<file path="src/rtl/dmem_access_unit.sv">
// -----------------------------------------------------------------------------
// dmem_access_unit
//   Load/store initiator sitting between the MEM pipeline stage and the data
//   memory. It accepts one access at a time, drives a level req/valid
//   handshake towards memory, stalls the pipeline while the access is in
//   flight and returns sign/zero-extended load data. Byte and halfword stores
//   are done as a read-modify-write of the containing word. Misaligned or
//   unsupported accesses complete without touching memory, and an 8-bit
//   watchdog abandons a request that memory never answers.
//
// Ports
//   clk, reset            rising-edge clock, asynchronous active-low reset
//   lsu_start             access request, sampled only in IDLE or RESP
//   lsu_load/lsu_store    access kind (store wins if both are set)
//   lsu_funct3            000 B, 001 H, 010 W, 100 BU, 101 HU
//   lsu_addr/lsu_wdata    byte address (bits 31:12 ignored), right-aligned data
//   lsu_busy              pipeline stall while the access is outstanding
//   lsu_done              one-cycle completion pulse
//   lsu_rdata             extended load result, valid with lsu_done, else 0
//   lsu_misaligned        with lsu_done: access rejected, memory untouched
//   lsu_timeout           with lsu_done: memory did not answer in time
//   mem_read_req/_write_req  level requests, at most one high at a time
//   mem_addr/mem_write_data  word address and full word to write
//   mem_read_data/mem_read_valid/mem_write_back_valid  memory responses
// -----------------------------------------------------------------------------
module dmem_access_unit #(
  parameter int TIMEOUT_CYCLES = 15
) (
  input  logic        clk,
  input  logic        reset,
  input  logic        lsu_start,
  input  logic        lsu_load,
  input  logic        lsu_store,
  input  logic [2:0]  lsu_funct3,
  input  logic [31:0] lsu_addr,
  input  logic [31:0] lsu_wdata,
  output logic        lsu_busy,
  output logic        lsu_done,
  output logic [31:0] lsu_rdata,
  output logic        lsu_misaligned,
  output logic        lsu_timeout,
  output logic        mem_read_req,
  output logic        mem_write_req,
  output logic [11:0] mem_addr,
  output logic [31:0] mem_write_data,
  input  logic [31:0] mem_read_data,
  input  logic        mem_read_valid,
  input  logic        mem_write_back_valid
);

  typedef enum logic [2:0] {
    S_IDLE,
    S_LOAD_RD,
    S_RMW_RD,
    S_RMW_GAP,
    S_STORE_WR,
    S_RESP
  } state_t;

  localparam logic [7:0] TO_LIMIT = 8'(TIMEOUT_CYCLES);

  state_t      state_q;
  logic [2:0]  funct3_q;
  logic [11:0] addr_q;
  logic [15:0] wdata_q;
  logic [7:0]  wd_cnt_q;

  logic        busy_q;
  logic        done_q;
  logic [31:0] rdata_q;
  logic        misaligned_q;
  logic        timeout_q;
  logic        rd_req_q;
  logic        wr_req_q;
  logic [11:0] mem_addr_q;
  logic [31:0] mem_wdata_q;

  // Address bits above the 4 KiB window are intentionally dropped.
  logic unused_addr_bits;
  assign unused_addr_bits = ^lsu_addr[31:12];

  // ---------------------------------------------------------------------------
  // Acceptance decode (only meaningful in IDLE/RESP)
  // ---------------------------------------------------------------------------
  logic can_accept;
  logic accept;
  logic f3_legal;
  logic misaligned;
  logic access_bad;

  assign can_accept = (state_q == S_IDLE) || (state_q == S_RESP);
  assign accept     = can_accept && lsu_start && (lsu_load || lsu_store);

  always_comb begin
    f3_legal = 1'b0;
    case (lsu_funct3)
      3'b000, 3'b001, 3'b010: f3_legal = 1'b1;
      3'b100, 3'b101:         f3_legal = !lsu_store;  // unsigned forms are load-only
      default:                f3_legal = 1'b0;
    endcase
  end

  // funct3[1:0]==01 covers both H and HU.
  assign misaligned = ((lsu_funct3[1:0] == 2'b01) && lsu_addr[0]) ||
                      ((lsu_funct3 == 3'b010) && (lsu_addr[1:0] != 2'b00));
  assign access_bad = !f3_legal || misaligned;

  // ---------------------------------------------------------------------------
  // Load lane extraction and extension
  // ---------------------------------------------------------------------------
  logic [7:0]  ld_byte;
  logic [15:0] ld_half;
  logic [31:0] load_ext;

  always_comb begin
    ld_byte = mem_read_data[7:0];
    case (addr_q[1:0])
      2'd0:    ld_byte = mem_read_data[7:0];
      2'd1:    ld_byte = mem_read_data[15:8];
      2'd2:    ld_byte = mem_read_data[23:16];
      default: ld_byte = mem_read_data[31:24];
    endcase
    ld_half = addr_q[1] ? mem_read_data[31:16] : mem_read_data[15:0];

    load_ext = mem_read_data;
    case (funct3_q)
      3'b000:  load_ext = {{24{ld_byte[7]}}, ld_byte};
      3'b100:  load_ext = {24'd0, ld_byte};
      3'b001:  load_ext = {{16{ld_half[15]}}, ld_half};
      3'b101:  load_ext = {16'd0, ld_half};
      default: load_ext = mem_read_data;
    endcase
  end

  // ---------------------------------------------------------------------------
  // Read-modify-write merge: each byte lane takes either store data or the
  // old memory byte. For SH the upper lane of the pair takes wdata[15:8].
  // ---------------------------------------------------------------------------
  logic [3:0]  lane_sel;
  logic [31:0] merged_word;

  for (genvar gi = 0; gi < 4; gi++) begin : g_lane
    localparam logic [1:0] LANE = 2'(gi);
    assign lane_sel[gi] = funct3_q[0] ? (addr_q[1] == LANE[1]) : (addr_q[1:0] == LANE);
    assign merged_word[gi*8 +: 8] = !lane_sel[gi]          ? mem_read_data[gi*8 +: 8] :
                                    (LANE[0] && funct3_q[0]) ? wdata_q[15:8] : wdata_q[7:0];
  end

  // Watchdog fires on the TIMEOUT_CYCLES-th cycle a request has been high.
  logic wd_expired;
  assign wd_expired = (wd_cnt_q + 8'd1) == TO_LIMIT;

  // ---------------------------------------------------------------------------
  // FSM with registered outputs
  // ---------------------------------------------------------------------------
  always_ff @(posedge clk or negedge reset) begin
    if (!reset) begin
      state_q      <= S_IDLE;
      funct3_q     <= 3'd0;
      addr_q       <= 12'd0;
      wdata_q      <= 16'd0;
      wd_cnt_q     <= 8'd0;
      busy_q       <= 1'b0;
      done_q       <= 1'b0;
      rdata_q      <= 32'd0;
      misaligned_q <= 1'b0;
      timeout_q    <= 1'b0;
      rd_req_q     <= 1'b0;
      wr_req_q     <= 1'b0;
      mem_addr_q   <= 12'd0;
      mem_wdata_q  <= 32'd0;
    end else begin
      case (state_q)
        S_IDLE, S_RESP: begin
          // Completion flags and data live for exactly one RESP cycle.
          state_q      <= S_IDLE;
          done_q       <= 1'b0;
          misaligned_q <= 1'b0;
          timeout_q    <= 1'b0;
          rdata_q      <= 32'd0;
          if (accept) begin
            funct3_q   <= lsu_funct3;
            addr_q     <= lsu_addr[11:0];
            wdata_q    <= lsu_wdata[15:0];
            mem_addr_q <= {lsu_addr[11:2], 2'b00};
            wd_cnt_q   <= 8'd0;
            if (access_bad) begin
              state_q      <= S_RESP;
              done_q       <= 1'b1;
              misaligned_q <= 1'b1;
            end else if (!lsu_store) begin
              state_q  <= S_LOAD_RD;
              rd_req_q <= 1'b1;
              busy_q   <= 1'b1;
            end else if (lsu_funct3 == 3'b010) begin
              state_q     <= S_STORE_WR;
              wr_req_q    <= 1'b1;
              mem_wdata_q <= lsu_wdata;
              busy_q      <= 1'b1;
            end else begin
              state_q  <= S_RMW_RD;
              rd_req_q <= 1'b1;
              busy_q   <= 1'b1;
            end
          end
        end

        S_LOAD_RD: begin
          if (mem_read_valid) begin
            rd_req_q <= 1'b0;
            busy_q   <= 1'b0;
            done_q   <= 1'b1;
            rdata_q  <= load_ext;
            state_q  <= S_RESP;
          end else if (wd_expired) begin
            rd_req_q  <= 1'b0;
            busy_q    <= 1'b0;
            done_q    <= 1'b1;
            timeout_q <= 1'b1;
            rdata_q   <= 32'd0;
            state_q   <= S_RESP;
          end else begin
            wd_cnt_q <= wd_cnt_q + 8'd1;
          end
        end

        S_RMW_RD: begin
          if (mem_read_valid) begin
            rd_req_q    <= 1'b0;
            mem_wdata_q <= merged_word;
            state_q     <= S_RMW_GAP;
          end else if (wd_expired) begin
            rd_req_q  <= 1'b0;
            busy_q    <= 1'b0;
            done_q    <= 1'b1;
            timeout_q <= 1'b1;
            state_q   <= S_RESP;
          end else begin
            wd_cnt_q <= wd_cnt_q + 8'd1;
          end
        end

        // One quiet cycle so memory sees the read request drop before the write.
        S_RMW_GAP: begin
          wr_req_q <= 1'b1;
          wd_cnt_q <= 8'd0;
          state_q  <= S_STORE_WR;
        end

        S_STORE_WR: begin
          if (mem_write_back_valid) begin
            wr_req_q <= 1'b0;
            busy_q   <= 1'b0;
            done_q   <= 1'b1;
            state_q  <= S_RESP;
          end else if (wd_expired) begin
            wr_req_q  <= 1'b0;
            busy_q    <= 1'b0;
            done_q    <= 1'b1;
            timeout_q <= 1'b1;
            state_q   <= S_RESP;
          end else begin
            wd_cnt_q <= wd_cnt_q + 8'd1;
          end
        end

        default: begin
          state_q  <= S_IDLE;
          rd_req_q <= 1'b0;
          wr_req_q <= 1'b0;
          busy_q   <= 1'b0;
          done_q   <= 1'b0;
        end
      endcase
    end
  end

  assign lsu_busy       = busy_q;
  assign lsu_done       = done_q;
  assign lsu_rdata      = rdata_q;
  assign lsu_misaligned = misaligned_q;
  assign lsu_timeout    = timeout_q;
  assign mem_read_req   = rd_req_q;
  assign mem_write_req  = wr_req_q;
  assign mem_addr       = mem_addr_q;
  assign mem_write_data = mem_wdata_q;

endmodule

</file>
<file path="config.mk">
export PLATFORM = sky130hd
export DESIGN_NAME = dmem_access_unit
export DESIGN_NICKNAME = d
export VERILOG_FILES = /design/src/rtl/dmem_access_unit.sv
export SDC_FILE = /design/constraint.sdc
export NUM_CORES = 1
export LEC_CHECK = 0
export ABC_AREA = 1
export CAP_MARGIN = 20
export CORE_AREA = 4 4 138 140
export DETAILED_ROUTE_END_ITERATION = 6
export DIE_AREA = 0 0 142 144
export GPL_TIMING_DRIVEN = 0
export MAX_ROUTING_LAYER = met4
export REMOVE_ABC_BUFFERS = 1
export SYNTH_ARGS = -nofsm -noshare
export SYNTH_HDL_FRONTEND = slang
export SYNTH_SLANG_ARGS = --single-unit
</file>
<file path="constraint.sdc">
create_clock -name clk -period 2.1 [get_ports clk]
set_input_delay 0.315 -clock clk [delete_from_list [all_inputs] [get_ports clk]]
set_output_delay 0.315 -clock clk [all_outputs]
set_load 0.02 [all_outputs]
</file>
==> out/metrics.cfg <==
[critical_path]
r2r_setup_slack_ps = 90
required_ps = 2340
r2r_start = state_q[1]
end_kind = flop
worstPathArrival_ps = 2240
crit_fanout = 31
r2r_cells = 7
start_kind = flop
crit_type = reg -> reg
r2r_end = lsu_rdata[14]

[global_route]
grt_max_degree = 61
grt_pass1_vias = 5652
grt-ovfl-total = 0
grt_use_total_pct = 20.6
antenna_found_initial = 1
grt_pass1_wl_um = 31900

[sta]
worst_hold_slack_ps = 472
hold_violations = 0
rsz0062_at_grt = yes
layout_setup_ws_ps = 93.4
finalCritPeriodShare_pct = 95.6
tightest_slew_ps = 612
setup_viol = 0
final.min_clock_period_ps = 2010
max_freq_mhz = 498
max_slew_margin_pct = 59.0
skew_ps = 7.72
slew_viol_final = 0

[yosys]
ys_types = 40
muxShareOfSynthArea_pct = 0
synth-compound-area-share_pct = 16.6
synthesis.area_um2 = 6170
synth_top_family_by_area = simple AND/OR/NAND/NOR gates
yosysWarnings = 0
synth_edf_count = 0
yosys_register_bits = 112
synth_ff_type = dfrtp_1
synth-xor-area-share_pct = 0.142
synth-simple-area-share_pct = 30.3
async_flop_share_pct = 100
avgSynthCellArea_um2 = 7.92
ys_seq_area_share_pct = 45.4
syn_inst = 779
yosys.area_share.adder_pct = 0.406

[clocking]
cts.reportedPaths.clkPinSlew_ps = 80
ctsRootBufferMaster = clkbuf_16
cts_tree = built
htree_levels = 3
cts.sinks = 112
clock_latency_ps = 350
clk_path_buf_depth = 2
cts_buffers = 9

[run]
cap_violations = 0

[detailed_routing]
vias = 5949
drtAntennaViolNets = 0
finalWirelength_um = 21200
drtIter0Drc = 394
via_per_inst = 5.10
avgRoutedWirePerCell_um = 18.2
drt_pass1_iterations = 5
drc = 0

[power_and_ir_drop]
peakVddDrop_mv = 0.813
power_density_nw_per_um2 = 1510
p_leak_nw = 3.80

[finish]
drive_gt1_share_pct = 12.2
syn2layout_area_growth_pct = 38.4
nNetsFinal = 1040
final_cell_mix = nand2_1, clkdlybuf4s50_1, dfrtp_1, o211ai_1, nor2_1
layout_commonest_cell = nand2_1

[floorplanning]
die_x_um = 142
start_util_pct = 34.6
rows = 49
die_y_um = 144
die-area_um2 = 20400
io_pins = 188
coreArea_um2 = 17800

[outcome]
status = complete, no violations

[min_path]
min_path_type = in -> async

[place]
hpwl_um = 14600
pre_cts_ws_ps = -647
port_buffers = 165
gp_congestion = 0.919

-- how the worst max path moves through the flow --
stage	start	to	slack, ps
5_1_grt	addr_q[1]	lsu_rdata[14]	-60
6_report	state_q[1]	lsu_rdata[14]	90
4_1_cts	funct3_q[0]	mem_write_data[12]	30
3_3_place_gp	reset	wd_cnt_q[5]	-3970
2_1_floorplan	state_q[0]	state_q[2]	-1840
3_5_place_dp	state_q[0]	mem_write_data[18]	-650
-- metrics by stage --
stage          util [%]  power (mW)  std cells  instance area (um2)  TNS, ps
4_1_cts            47.1        12.7       1157                 8410        0
6_report           47.9        12.9       1166                 8540        0
3_3_place_gp       44.0        10.2       1126                 7850  -679040
2_1_floorplan         -        7.62        732                 5910   -94620
3_5_place_dp       44.7        10.7       1131                 7980   -32610
5_1_grt            47.9        13.8       1166                 8540    -65.4
-- worst max-delay path: stages, from the launching register on --
cell and delay, ps:
dfrtp_2 480, inv_2 90, nand3_2 120, inv_2 130, nand2_2 140, clkinvlp_4 500, o211ai_1 340, nand2_1 90
-- layout make-up --
class	instances	area, um2
flip-flops and latches	112	2810
clock buffers	12	246
repair buffers	184	1900
inverters	47	196
repair inverters	2	12.5
multi-input cells	576	3070
diodes	1	2.50
fillers	1754	9300
well taps	229	287
clock inverters	3	18.8
-- cells in the mapped netlist (4+ instances only) --
master	n	area (um2)
o22ai_1	6	37.5
nand2_2	4	25.0
o21ai_1	4	20.0
buf_4	8	60.1
nand3_1	28	140
inv_2	7	26.3
o21ai_0	40	200
nand2_1	270	1010
nor2_2	6	37.5
dfrtp_1	112	2800
nor2_1	48	180
o211ai_1	52	390
clkbuf_1	16	60.1
nand4_1	12	75.1
nand3_2	32	320
inv_1	39	146
a21oi_1	15	75.1
buf_2	20	100
a31oi_1	32	200
-- power breakdown --
| part | switching, mW | internal (mW) |
|---|---|---|
| sequential | 0.701 | 3.12 |
| clock | 0.795 | 0.832 |
| combinational | 4.59 | 2.82 |
| total | 6.09 | 6.78 |
-- cells by family (layout without fill, tap and decap cells) --
group	count (synthesis)	in the layout
adder cells (fa/ha/maj)	2	2
buffers and inverters	95	248
XOR/XNOR	1	1
AND/OR/NAND/NOR	408	411
AO/OA/AOI/OAI	160	160
other	1	3
flip-flops	112	112
-- per-layer routing --
layer	track usage (%)	vias to the layer above	routed length [um]
met5	-	-	0
met4	6.46	0	473
met3	3.21	27	1280
met2	31.5	184	9710
met1	28.3	2807	9750
li1	-	2931	-
-- registers in the layout, summed over array words and instances, names as in the netlist, 2 cells and up --
| register | cells |
|---|---|
| lsu_rdata | 32 |
| mem_write_data | 32 |
| wdata_q | 16 |
| mem_addr | 10 |
| wd_cnt_q | 8 |
| funct3_q | 3 |
| state_q | 3 |
| addr_q | 2 |
-- repair_timing --
| action | CTS | global route |
|---|---|---|
| setup endpoints to repair | 109 | 73 |
| gates cloned | 2 | 3 |
| hold buffers | 1 | 0 |
| pin swaps | 4 | 4 |
| buffers inserted | 8 | 5 |
| endpoints found under the hold margin | 52 | 0 |
| gates resized for setup | 19 | 14 |
(Power assumes the default switching activity.)
